**config.mk**
```make
export PLATFORM = sky130hd
export DESIGN_NAME = mem_arbiter
export DESIGN_NICKNAME = d
export VERILOG_FILES = /design/src/rtl/mem_arbiter.sv
export SDC_FILE = /design/constraint.sdc
export NUM_CORES = 1
export LEC_CHECK = 0
export ABC_CLOCK_PERIOD_IN_PS = 1900
export BUFFER_PORTS_ARGS = -buffer_cell sky130_fd_sc_hd__buf_2
export CORE_AREA = 2 2 129 144
export CTS_CLUSTER_DIAMETER = 120
export CTS_CLUSTER_SIZE = 16
export DETAILED_ROUTE_END_ITERATION = 16
export DIE_AREA = 0 0 131 146
export HOLD_SLACK_MARGIN = 0.02
export PLACE_DENSITY = 0.77
export SETUP_SLACK_MARGIN = 0.15
export SYNTH_ARGS = -nofsm -noshare
export SYNTH_HDL_FRONTEND = slang
export SYNTH_SLANG_ARGS = --single-unit
```
**constraint.sdc**
```tcl
create_clock -name clk -period 1.9 [get_ports clk]
set_input_delay 0.19 -clock clk [delete_from_list [all_inputs] [get_ports clk]]
set_output_delay 0.19 -clock clk [all_outputs]
set_load 0.02 [all_outputs]
```
**src/rtl/mem_arbiter.sv**
```systemverilog
// mem_arbiter: two-master round-robin arbiter with locked bursts in front of one memory port.
// One transaction in flight: IDLE -> ISSUE -> WAIT -> ACK, with ACK -> ISSUE for locked bursts.
`timescale 1ns/1ps

`ifndef ADDR_BUS
`define ADDR_BUS [31:0]
`endif
`ifndef DATA_BUS
`define DATA_BUS [31:0]
`endif

module mem_arbiter #(
    parameter int unsigned MAX_BURST = 4
) (
    input  logic           clk,
    input  logic           rst,

    input  logic           m0_req,
    input  logic           m0_lock,
    input  logic           m0_we,
    input  logic `ADDR_BUS m0_addr,
    input  logic [3:0]     m0_width,
    input  logic `DATA_BUS m0_wdata,
    output logic           m0_gnt,
    output logic           m0_ack,
    output logic `DATA_BUS m0_rdata,

    input  logic           m1_req,
    input  logic           m1_lock,
    input  logic           m1_we,
    input  logic `ADDR_BUS m1_addr,
    input  logic [3:0]     m1_width,
    input  logic `DATA_BUS m1_wdata,
    output logic           m1_gnt,
    output logic           m1_ack,
    output logic `DATA_BUS m1_rdata,

    output logic           mem_ce_o,
    output logic           mem_we_o,
    output logic `ADDR_BUS mem_addr_o,
    output logic [3:0]     mem_width_o,
    output logic `DATA_BUS mem_data_o,
    input  logic `DATA_BUS mem_data_i
);

    localparam int unsigned CntW = (MAX_BURST > 1) ? $clog2(MAX_BURST) : 1;
    localparam logic [CntW-1:0] BurstMax = CntW'(MAX_BURST - 1);

    typedef enum logic [1:0] {StIdle, StIssue, StWait, StAck} state_t;

    state_t state_q, state_d;

    logic            owner_q;     // master owning the current transaction
    logic            last_q;      // last_owner for round-robin
    logic [CntW-1:0] burst_q, burst_d;
    logic            hold_we_q;
    logic `ADDR_BUS  hold_addr_q;
    logic [3:0]      hold_width_q;
    logic `DATA_BUS  hold_wdata_q;
    logic `DATA_BUS  rdata0_q, rdata1_q;

    logic load;                   // capture a command into the holding registers
    logic load_sel;               // which master's command to capture
    logic win;
    logic own_req, own_lock, other_req;
    logic cont;

    // Both requesting: the master that did not own the last grant wins.
    assign win       = (m0_req && m1_req) ? !last_q : m1_req;
    assign own_req   = owner_q ? m1_req  : m0_req;
    assign own_lock  = owner_q ? m1_lock : m0_lock;
    assign other_req = owner_q ? m0_req  : m1_req;
    // Lock may continue below the burst limit, or at the limit when nobody else is waiting.
    assign cont      = own_lock && own_req && ((burst_q < BurstMax) || !other_req);

    // State register.
    always_ff @(posedge clk) begin
        if (rst) begin
            state_q <= StIdle;
        end else begin
            state_q <= state_d;
        end
    end

    // Next-state, command capture and burst counting decisions.
    always_comb begin
        state_d  = state_q;
        load     = 1'b0;
        load_sel = owner_q;
        burst_d  = burst_q;
        case (state_q)
            StIdle: begin
                if (m0_req || m1_req) begin
                    state_d  = StIssue;
                    load     = 1'b1;
                    load_sel = win;
                    burst_d  = '0;
                end
            end
            StIssue: state_d = StWait;
            StWait:  state_d = StAck;
            StAck: begin
                if (cont) begin
                    state_d  = StIssue;
                    load     = 1'b1;
                    load_sel = owner_q;
                    if (burst_q < BurstMax) begin
                        burst_d = burst_q + 1'b1;
                    end
                end else begin
                    state_d = StIdle;
                    burst_d = '0;
                end
            end
            default: state_d = StIdle;
        endcase
    end

    // Holding registers, ownership, burst counter and per-master read data.
    always_ff @(posedge clk) begin
        if (rst) begin
            owner_q      <= 1'b0;
            last_q       <= 1'b1;
            burst_q      <= '0;
            hold_we_q    <= 1'b0;
            hold_addr_q  <= '0;
            hold_width_q <= '0;
            hold_wdata_q <= '0;
            rdata0_q     <= '0;
            rdata1_q     <= '0;
        end else begin
            burst_q <= burst_d;
            if (load) begin
                owner_q      <= load_sel;
                last_q       <= load_sel;
                hold_we_q    <= load_sel ? m1_we    : m0_we;
                hold_addr_q  <= load_sel ? m1_addr  : m0_addr;
                hold_width_q <= load_sel ? m1_width : m0_width;
                hold_wdata_q <= load_sel ? m1_wdata : m0_wdata;
            end
            if (state_q == StWait && !hold_we_q) begin
                if (owner_q) begin
                    rdata1_q <= mem_data_i;
                end else begin
                    rdata0_q <= mem_data_i;
                end
            end
        end
    end

    // Outputs decoded from state; memory bus is zero outside ISSUE.
    always_comb begin
        m0_gnt      = 1'b0;
        m1_gnt      = 1'b0;
        m0_ack      = 1'b0;
        m1_ack      = 1'b0;
        mem_ce_o    = 1'b0;
        mem_we_o    = 1'b0;
        mem_addr_o  = '0;
        mem_width_o = '0;
        mem_data_o  = '0;
        case (state_q)
            StIssue: begin
                m0_gnt      = !owner_q;
                m1_gnt      = owner_q;
                mem_ce_o    = 1'b1;
                mem_we_o    = hold_we_q;
                mem_addr_o  = hold_addr_q;
                mem_width_o = hold_width_q;
                mem_data_o  = hold_wdata_q;
            end
            StAck: begin
                m0_ack = !owner_q;
                m1_ack = owner_q;
            end
            default: ;
        endcase
    end

    assign m0_rdata = rdata0_q;
    assign m1_rdata = rdata1_q;

endmodule

```
Word level (Yosys, flattened, before mapping)
Cells that the tools add are included.
{"block": "op_classes", "bitwise": 1, "reduce_logical": 15, "addsub": 1, "div": 0, "multipliers": 0, "order_cmp": 1, "shifts": 0, "n_mux": 29, "eq_ne": 5}
{"operator": "2-to-1 mux 32 bit", "n": 4}
{"operator": "2-to-1 mux 1 bit", "n": 16}
{"operator": "2-to-1 mux 2 bit", "n": 4}
{"operator": "2-to-1 mux 4 bit", "n": 2}
{"operator": "case mux 2 bit (4 select lines)", "n": 1}
{"operator": "equality test 2 bit (second input constant)", "n": 2}
{"operator": "logical AND 1 bit", "n": 4}
{"operator": "zero test 1 bit", "n": 4}
{"operator": "case mux 2 bit (2 select lines)", "n": 1}
{"operator": "AND reduction 2 bit", "n": 2}
{"operator": "inequality test 3 bit (second input constant)", "n": 1}
{"operator": "AND reduction 3 bit", "n": 1}
{"operator": "adder 2 x 1 -> 2 bit (second input constant)", "n": 1}
{"operator": "equality test 2 x 1 -> 1 bit (second input constant)", "n": 1}
{"operator": "zero test 2 bit", "n": 1}
{"operator": "logical OR 1 bit", "n": 2}
{"operator": "< comparator 2 bit (second input constant)", "n": 1}
{"operator": "inequality test 2 bit (second input constant)", "n": 1}
{"operator": "case mux 1 bit (2 select lines)", "n": 1}
{"operator": "nonzero test 2 bit", "n": 1}
{"operator": "inverter 1 bit", "n": 1}
{"block": "word_totals", "mem_count": 0, "latch_bits": 0, "ram_bits": 0, "elab_cells": 62, "rom_bits": 0, "in_bits": 176, "ff_bits": 139, "output_inout_bits": 138}

Depth between registers and ports, before layout
{"block": "depth", "depth_word": 6, "depth_mapped": 10, "mapped_depth_nobuf": 6}

Worst setup path before layout
No wires, ideal clock.
{"block": "synth_timing", "path_kind": "flip-flop to flip-flop", "startpoint": "register state_q[0]", "endpoint": "register hold_addr_q[0] in the netlist's numbering", "path_buffers": 2, "slack_ns": -0.145, "required_time_ns": 1.764, "arrival_time_ns": 1.909, "setup_time_ns": 0.136, "path_stages_with_launch": 9, "period_less_slack_ns": 2.045, "cell_sequence": "dfxtp_1 inv_1 ha_1 buf_2 a21oi_1 clkbuf_1 a211oi_1 a2111oi_0 a211oi_1"}
{"block": "synth_between", "elab_chain_len": 3, "elab_cells_between_ends": 5, "classes_between": "1 x eq/ne; 3 x mux; 1 x reduce/logical"}
{"item": "from (decl)", "line_no": "51", "text": "state_t state_q, state_d;"}
{"item": "from (signal assigned)", "line_no": "79", "text": "state_q <= StIdle;"}
{"item": "from (signal assigned)", "line_no": "81", "text": "state_q <= state_d;"}
{"item": "zero test 2 bit", "line_no": "91", "text": "case (state_q)"}
{"item": "2-to-1 mux 1 bit"}
{"item": "2-to-1 mux 32 bit", "line_no": "137", "text": "hold_addr_q <= load_sel ? m1_addr : m0_addr;"}
{"item": "to (signal assigned)", "line_no": "137"}
{"item": "to (decl)", "line_no": "57", "text": "logic `ADDR_BUS hold_addr_q;"}
Parallel ways exist; a longest one is shown, timed or not.
A chain may end at the register's enable or synchronous reset.

Final worst setup path
{"block": "layout_timing", "startpoint": "register state_q[1]", "endpoint": "register hold_wdata_q[22] in the netlist's numbering"}
{"block": "layout_between", "elab_chain_len": 3, "elab_cells_between_ends": 5, "classes_between": "1 x eq/ne; 3 x mux; 1 x reduce/logical"}
{"item": "zero test 2 bit", "line_no": "91"}
{"item": "2-to-1 mux 1 bit"}
{"item": "2-to-1 mux 32 bit", "line_no": "139", "text": "hold_wdata_q <= load_sel ? m1_wdata : m0_wdata;"}
{"item": "to (signal assigned)", "line_no": "139"}
{"item": "to (decl)", "line_no": "59", "text": "logic `DATA_BUS hold_wdata_q;"}
Parallel ways exist; a longest one is shown, timed or not.

==> impl_metrics.ini <==
[final_layout]
stdcell_count = 1630
final_common_cell = buf_2
layout-drive-gt1-share_pct = 45.4
mostFrequentLayoutCells = buf_2 (247), inv_1 (210), a211oi_1 (138)
fin_area_mm2 = 0.0130
nets = 1559
synthToLayoutAreaGrowth_pct = 66.6
final_core_util_pct = 74.2
fillers = 1082

[sta]
worstMarginPinSlew_ns = 0.582
rsz0062_at_grt = true
setup_ws_ns = -0.127
drv_slew = 0
final.period_utilization_pct = 107
fmax_mhz = 493
finalHoldViolCount = 0
hold_slack_ns = 0.0224
fin_skew_ns = 0.00908
slew_headroom_pct = 61.2
period_needed_ns = 2.03
finalSetupViolCount = 108

[place]
gp_congestion = 0.854
place.port_buffers = 313
dp_hpwl_mm = 17.3
place_inst = 1534
placed_cell_area_mm2 = 0.00986

[logic_synthesis]
synthMuxAreaShare_pct = 0.577
synthArstFlopShare_pct = 0
synth-edff-count = 0
seq_area_frac_synth_pct = 35.6
synth_area_mm2 = 0.00781
synth_compound_area_share_pct = 32.9
synthXorXnorAreaFrac_pct = 0
synthSimpleGateAreaFrac_pct = 13.7
synth_fp_nets = 1237
yosysTopAreaCell = dfxtp_1
synth_top_flop_cell = dfxtp_1
synthAdderAreaFrac_pct = 0.961
synth-seq-cells = 139
synth_top_family_by_area = compound AO/OA/AOI/OAI gates
yosys.cell_types.count = 33
syn_inst = 1055
avgSynthCellArea_um2 = 7.40
yosys-top-cells-area = dfxtp_1 (36%), a211oi_1 (20%), inv_1 (10%)
yosysWarnings = 0
post-synth-top-area-fraction_pct = 35.6

[min_path]
hp-class = input port to flop

[floorplan]
core_area_mm2 = 0.0175
ios = 314
row_count = 51
start_util_pct = 44.5
dieArea_mm2 = 0.0191
dieWidth_um = 131
die_h_um = 146

[critical_path]
cp-end-kind = flop
startpoint_type = flop
required_ns = 2.20
cp_top_family = compound AO/OA/AOI/OAI gates
cp_cell_sequence = ha_4 -> nand4_1 -> a22o_4 -> buf_6 -> a2111oi_1 -> a211oi_2
crit_type = flop to flop
path_buf_inv = 1
cp_slowest_cell = a2111oi_1
arrival_ns = 2.32
slowest_delay_ns = 0.51
crit_fanout = 13

[clock_tree]
cts_made_buffers = 17
cts_tree = yes
cts_root_buf = clkbuf_16
cts.clk_slew.worst_paths_ns = 0.07
insertion_delay_ns = 0.44
cts_buffer_depth = 2
htreeDepth = 4
cts_sinks = 139

[drt]
wl_per_cell_um = 20.7
ant_nets = 0
route.detailed.drc = 0
via_per_inst = 5.96
routed_wirelength_mm = 33.7
drt_iter0_markers = 884
vias = 9719
first_pass_iters = 7

[outcome]
violations = setup timing
outcome = finished with violations

[pwr]
peakVddDrop_uv = 1370
power.total_mw = 20.3
power_leakage_nw = 5.57
p_per_area_mw_per_mm2 = 1560

[global_routing]
grt_overflow = 0
track_usage_pct = 29.9
antenna_found_initial = 1
grt_pass1_vias = 8944
grt_max_degree = 65
grt_pass1_wl_mm = 45.6

[job]
drv_cap = 0
-- what timing repair did --
item,CTS,global route
pin swaps,11,39
buffers inserted,13,7
gates resized for setup,255,194
gates cloned,8,5
endpoints found under the setup margin,141,146
endpoints found under the hold margin,49,0
hold buffers,29,0
-- cell type report --
type                    instances  area [µm²]  area share, %
multi-input cells             590        5170           39.7
repair buffers                417        3350           25.8
flip-flops and latches        139        2790           21.4
inverters                     212         798           6.13
clock buffers                  17         425           3.27
well taps                     238         298           2.29
clock inverters                15         179           1.37
diodes                          2        5.00         0.0385
-- stage by stage --
step                worst slack [ns]  TNS (ns)
global placement              0.0130         0
finish                        -0.127     -4.18
global route                  -0.182    -10.01
CTS                         -0.00564  -0.00942
floorplan                      0.145         0
detailed placement           -0.0283   -0.0283
-- registers in the layout, summed over array words and instances (netlist names) --
signal / count
state_q: 2
m1_rdata: 32
hold_we_q: 1
last_q: 1
m0_rdata: 32
hold_width_q: 4
hold_addr_q: 32
hold_wdata_q: 32
owner_q: 1
burst_q: 2
-- worst paths after layout --
kind | startpoint | to | slack (ns) | cells past startpoint
setup / recovery | state_q[1]$_SDFFE_PP0P_ | hold_wdata_q[22]$_SDFFE_PP0P_ | -0.13 | 6
hold / removal | mem_data_i[22] | m0_rdata[22]$_SDFFE_PP0P_ | 0.02 | 3
setup reg to reg | state_q[1]$_SDFFE_PP0P_ | hold_wdata_q[22]$_SDFFE_PP0P_ | -0.13 | 6
hold reg to reg | m0_rdata[23]$_SDFFE_PP0P_ | m0_rdata[23]$_SDFFE_PP0P_ | 0.45 | 2
-- synth_stat cells, types with 2 or more instances --
library cell    n
nor2b_1         2
buf_2           5
a2111oi_0      69
a211oi_1      208
and3_1          2
buf_6           4
nand3_1         4
dfxtp_1       139
a21oi_1        69
nand2_1       132
mux2i_1         3
buf_1           2
inv_1         212
and2_1         73
nor3_1          2
ha_1            6
nor2_1          5
clkbuf_1      103
-- cells by family after synthesis --
group,after synthesis
AOI/OAI and AO/OA,353
buffers and inverters,327
and+or+nand+nor,226
DFF,139
adders and majority gates,6
muxes,4
-- power breakdown --
group | total [mW] | switching, mW | internal, mW
registers | 4.06 | 0.423 | 3.64
clock network | 3.50 | 1.51 | 1.99
logic | 12.7 | 7.23 | 5.47
total | 20.3 | 9.17 | 11.1
-- routing by layer --
metal	vias to the layer above	global-route usage [%]	wire length, µm
li1	4280	-	-
met1	4571	34.5	12000
met2	700	49.2	16700
met3	168	8.60	3350
met4	0	16.0	1720
met5	-	0	0
-- tightest hold or removal path, cell delays in order --
cell and delay, ns:
buf_2 0.12, nand2_1 0.05, a21oi_1 0.05
Power figures use the tool's default switching activity.
